===== config.mk =====
export PLATFORM = sky130hd
export DESIGN_NAME = status_handshake_tx
export DESIGN_NICKNAME = d
export VERILOG_FILES = /design/src/rtl/status_handshake_tx.sv
export SDC_FILE = /design/constraint.sdc
export NUM_CORES = 1
export LEC_CHECK = 0
export BUFFER_PORTS_ARGS = -buffer_cell sky130_fd_sc_hd__buf_4
export CAP_MARGIN = 20
export CORE_MARGIN = 2
export CORE_UTILIZATION = 57
export CTS_CLUSTER_SIZE = 10
export DETAILED_ROUTE_END_ITERATION = 10
export PLACE_DENSITY = 0.83
export SLEW_MARGIN = 20
export SYNTH_ARGS = -nofsm -noshare
export SYNTH_HDL_FRONTEND = slang
export SYNTH_SLANG_ARGS = --single-unit
export TNS_END_PERCENT = 1

===== constraint.sdc =====
create_clock -name clk -period 1.9 [get_ports clk]
set_input_delay 0.285 -clock clk [delete_from_list [all_inputs] [get_ports clk]]
set_output_delay 0.285 -clock clk [all_outputs]
set_load 0.02 [all_outputs]

===== src/rtl/status_handshake_tx.sv =====
// Four-phase status transmitter: latches a code, drives it SETUP_CYCLES before req, completes on ack return.
// Latency: send -> data after 2 cycles, req SETUP_CYCLES later; ack passes a 2-flop synchronizer.
// Backpressure: sends while busy overwrite the pending code (latest wins); STATUS_TX_RETRY_EN enables timeout retries.
module status_handshake_tx #(
    parameter int TIMEOUT_CYCLES = 1000,
    parameter int MAX_RETRIES    = 3,
    parameter int SETUP_CYCLES   = 2
) (
    input  logic       clk,
    input  logic       reset,
    input  logic [3:0] status_in,
    input  logic       send,
    input  logic       ack,
    output logic [3:0] data,
    output logic       req,
    output logic       busy,
    output logic       done,
    output logic       error
);

    localparam int TO_W = $clog2(TIMEOUT_CYCLES + 1);
    localparam int ST_W = (SETUP_CYCLES > 1) ? $clog2(SETUP_CYCLES) : 1;
    localparam logic [TO_W-1:0] TO_LAST = TO_W'(TIMEOUT_CYCLES - 1);
    localparam logic [TO_W-1:0] TO_MAX  = TO_W'(TIMEOUT_CYCLES);
    localparam logic [ST_W-1:0] ST_LAST = ST_W'(SETUP_CYCLES - 1);

`ifdef STATUS_TX_RETRY_EN
    localparam int RT_W = (MAX_RETRIES > 0) ? $clog2(MAX_RETRIES + 1) : 1;
    localparam logic [RT_W-1:0] RT_MAX = RT_W'(MAX_RETRIES);
    typedef enum logic [2:0] {IDLE, SETUP, REQ_HI, RELEASE, BACKOFF} state_t;
    logic [RT_W-1:0] retry_cnt;
`else
    typedef enum logic [2:0] {IDLE, SETUP, REQ_HI, RELEASE} state_t;
    logic unused_retries;
    assign unused_retries = (MAX_RETRIES != 0);
`endif

    state_t          state;
    logic            ack_m, ack_s;
    logic            pend_vld;
    logic [3:0]      pend_dat;
    logic [ST_W-1:0] setup_cnt;
    logic [TO_W-1:0] to_cnt;
    logic            next_vld;
    logic [3:0]      next_dat;

    // A send arriving in the same cycle a code is consumed takes precedence, so nothing is lost.
    assign next_vld = send | pend_vld;
    assign next_dat = send ? status_in : pend_dat;

    always_ff @(posedge clk or negedge reset) begin
        if (!reset) begin
            ack_m <= 1'b0;
            ack_s <= 1'b0;
        end else begin
            ack_m <= ack;
            ack_s <= ack_m;
        end
    end

    always_ff @(posedge clk or negedge reset) begin
        if (!reset) begin
            state     <= IDLE;
            data      <= 4'b0000;
            req       <= 1'b0;
            busy      <= 1'b0;
            done      <= 1'b0;
            error     <= 1'b0;
            pend_vld  <= 1'b0;
            pend_dat  <= 4'b0000;
            setup_cnt <= '0;
            to_cnt    <= '0;
`ifdef STATUS_TX_RETRY_EN
            retry_cnt <= '0;
`endif
        end else begin
            done  <= 1'b0;
            error <= 1'b0;
            busy  <= 1'b1;
            if (send) begin
                pend_dat <= status_in;
                pend_vld <= 1'b1;
            end
            case (state)
                IDLE: begin
                    busy <= next_vld;
                    if (pend_vld && !ack_s) begin
                        data      <= next_dat;
                        pend_vld  <= 1'b0;
                        setup_cnt <= '0;
                        state     <= SETUP;
`ifdef STATUS_TX_RETRY_EN
                        retry_cnt <= '0;
`endif
                    end
                end
                SETUP: begin
                    if (setup_cnt == ST_LAST) begin
                        req    <= 1'b1;
                        to_cnt <= '0;
                        state  <= REQ_HI;
                    end else begin
                        setup_cnt <= setup_cnt + 1'b1;
                    end
                end
                REQ_HI: begin
                    if (ack_s) begin
                        req    <= 1'b0;
                        to_cnt <= '0;
                        state  <= RELEASE;
`ifdef STATUS_TX_RETRY_EN
                        retry_cnt <= '0;
`endif
                    end else if (to_cnt == TO_LAST) begin
                        req <= 1'b0;
`ifdef STATUS_TX_RETRY_EN
                        if (retry_cnt != RT_MAX) begin
                            retry_cnt <= retry_cnt + 1'b1;
                            state     <= BACKOFF;
                        end else begin
                            retry_cnt <= '0;
                            error     <= 1'b1;
                            busy      <= next_vld;
                            state     <= IDLE;
                        end
`else
                        error <= 1'b1;
                        busy  <= next_vld;
                        state <= IDLE;
`endif
                    end else if (to_cnt != TO_MAX) begin
                        to_cnt <= to_cnt + 1'b1;
                    end
                end
                RELEASE: begin
                    if (!ack_s) begin
                        done <= 1'b1;
                        if (next_vld) begin
                            data      <= next_dat;
                            pend_vld  <= 1'b0;
                            setup_cnt <= '0;
                            state     <= SETUP;
                        end else begin
                            busy  <= 1'b0;
                            state <= IDLE;
                        end
                    end else if (to_cnt == TO_LAST) begin
                        // Receiver never released ack: drop the in-flight code, keep any newer one.
                        error <= 1'b1;
                        busy  <= next_vld;
                        state <= IDLE;
                    end else if (to_cnt != TO_MAX) begin
                        to_cnt <= to_cnt + 1'b1;
                    end
                end
`ifdef STATUS_TX_RETRY_EN
                BACKOFF: begin
                    if (!ack_s) begin
                        setup_cnt <= '0;
                        state     <= SETUP;
                    end
                end
`endif
                default: state <= IDLE;
            endcase
        end
    end

endmodule


==> metrics.txt <==
Clock transition at path regs=0.09 ns; Combinational Power Share=33.6%; largest net degree at the start of global routing=30; Syn Inst Count=136; Tcrit/Tclk final=92.6%; DRT Wirelength=2940 µm; Synth warnings=0; num ports=16; WP data required=2.12 ns; Yosys reg bits=29; cts bufs inserted=5; Crit path arrival time=1.98 ns; P_leak=0.731 nW; Power Dens Cells=1160 nW/µm²; initial antenna violation count=0; PortBufs=15; hold path startpoint=ack; DRC errors left=0; FF-to-FF End=data[3]; most common cell after layout, fill and taps aside=dfrtp_1; mux contribution to synthesized area=6.16%; diode count=0; CP Capture Type=flop; Die X=54.6 µm; Mapped Area=1460 µm²; # H-tree levels=2; GRT Max-Usage Layer=met2; Power, Total=0.00197 W; fin util=69.1%; Initial Utilization=59.5%; row cnt=18; Max IR drop VDD=1150 µV; root buf cell=clkbuf_4; worst-path fanout max=9; async set-reset flop share out of synthesis=100%; R2R cell count=4; RSZ-0062 raised after global routing=false; Tot GR Track Use=23.6%; WS Path Type=flop to flop; Power Internal=0.00128 W; Seq/Total Area, Yosys=49.7%; P&R area growth vs syn=16.1%; routed length per placed instance=15.6 µm; Slew Viols, Final=0; Post-synth EDFFs=0; Sequential Power Share=44.7%; Avg Cell Area, Syn=10.7 µm²; latest clock arrival within the worst-skew pair=0.33 ns; vias in the first global route=1084; Simple-Gate Fraction of Synth Area=20.3%; first-pass GRT wire length=4750 µm; TritonCTS clock tree=yes; Synthesized Nets=146; Max clock buf depth=2; Synth cell types=44; f_max=0.569 GHz; Compound-Gate Fraction of Synth Area=17.3%; switching power=0.000695 W; Min Clock Period, post-route=1.76 ns; layout cells sized above 1=26.6%; Final Skew=0.00692 ns; 1st-iter DRT viols=19; clock group share of total power=21.7%; met3 Use GR=8.20%; Final Hold Vio Count=0; status=complete, no violations; worst reg2reg path startpoint=state[1]; TritonRoute pass-1 iters=4; Max Cap Viol=0; XOR/XNOR share of the synthesized area=0.599%; hpwl dp=2020 µm; sw frac=35.3%; worst hold path depth=1; GP Congestion=0.874; CP startpoint kind=flop; largest family of logic cells by synthesized area=simple AND/OR/NAND/NOR gates; R2R setup slack=0.14 ns; adder-cell area share of the yosys netlist=1.71%; CORE AREA=2450 µm²; die area=2980 µm²; routed via count=1102; TNS Setup=0 ns; via density per instance=5.86; grt ovf=0; Worst Hold Class=input pin to flop; met1 usage in global routing=26.2%; Die Height=54.6 µm; most frequent cells in the layout=29 x dfrtp_1, 19 x buf_4, 9 x nand2_1, 9 x a21oi_1, 8 x mux2_2; Setup-failing EPs final=0; worst hold endpoint=ack_m; Setup Fix Bufs, Post-CTS=0; met2 Usage GRT=40.7%; nets=167; Post-DRT Antenna Nets=0; predominant post-synthesis flop cell=dfrtp_1; clk sinks=29
==> worst max-delay path, stage by stage (launching register included) <==
cell and delay, ns:
dfrtp_1 0.51, and2_1 0.24, o21ai_1 0.13, a211oi_4 0.39
mux2_2 0.39
==> per-stage QoR <==
stage / worst slack [ns] / std cells / hold WS (ns) / cell area [µm²]
2_1_floorplan: 0.325 / 136 / -0.0106 / 1460
3_3_place_gp: 0.203 / 179 / 0.221 / 1600
3_5_place_dp: 0.115 / 179 / 0.228 / 1600
4_1_cts: 0.0638 / 188 / 0.0411 / 1680
5_1_grt: 0.00477 / 188 / 0.0380 / 1700
6_report: 0.141 / 188 / 0.0660 / 1700
==> state kept, by name, indices dropped and copies added, names as in the netlist <==
signal	count
pend_dat	4
req	1
to_cnt	10
ack_s	1
ack_m	1
data	4
state	3
pend_vld	1
done	1
error	1
busy	1
setup_cnt	1
==> what timing repair did <==
item / 4_1_cts / 5_1_grt
endpoints found under the setup margin: 0 / 6
endpoints found under the hold margin: 29 / 0
hold buffers: 1 / 0
resized for setup: 0 / 2
==> cells by family after synthesis <==
group / after synthesis
xor+xnor: 1
other cells: 1
buf+inv: 11
mux: 8
compound gates: 37
flops: 29
fa+ha+maj: 2
simple gates: 47
==> power by group through the flow <==
stage / clock network, W / registers, W / logic [W]
2_1_floorplan: 0 / 0.000909 / 0.000407
3_3_place_gp: 0 / 0.000879 / 0.000617
3_5_place_dp: 0 / 0.000888 / 0.000641
4_1_cts: 0.000442 / 0.000878 / 0.000650
5_1_grt: 0.000464 / 0.000898 / 0.000739
6_report: 0.000427 / 0.000880 / 0.000663
==> area by class of cell <==
type,instances,area (µm²)
clock buffers,7,65.1
multi-input cells,96,692
clock inverters,1,5.00
fillers,176,758
repair buffers,20,153
inverters,5,18.8
well taps,30,37.5
flip-flops and latches,29,726
==> how the worst max path moves through the flow <==
stage,startpoint,to,slack (ns),depth (start not counted)
floorplan,to_cnt[0],to_cnt[2],0.33,5
global placement,state[1],data[1],0.20,4
detailed placement,state[1],data[0],0.11,4
CTS,state[1],data[3],0.06,4
global route,state[1],data[0],0.005,4
finish,state[1],data[3],0.14,4
==> synth_stat cells, types with 2 or more instances <==
master / count / share of area (%)
a211oi_2: 2 / 1.7
a21o_1: 2 / 1.0
a21oi_1: 9 / 3.1
and2_1: 2 / 0.86
buf_2: 2 / 0.68
buf_4: 2 / 1.0
dfrtp_1: 29 / 50
ha_1: 2 / 1.7
inv_1: 5 / 1.3
mux2_2: 8 / 6.2
nand2_1: 9 / 2.3
nand2b_1: 5 / 2.1
nand3_1: 2 / 0.68
nand3b_1: 5 / 2.6
nor2_1: 6 / 1.5
o211ai_1: 2 / 1.0
o21ai_0: 7 / 2.4
o22ai_1: 2 / 0.86
o31ai_1: 4 / 2.1
o32a_1: 2 / 1.4
or3_1: 3 / 1.3
or4_1: 4 / 2.1
==> layer usage <==
metal	vias to the layer above	wire length [µm]
met4	0	60
met2	16	1490
met1	543	1280
met5	-	0
li1	537	-
met3	6	116
(Power assumes the default switching activity.)
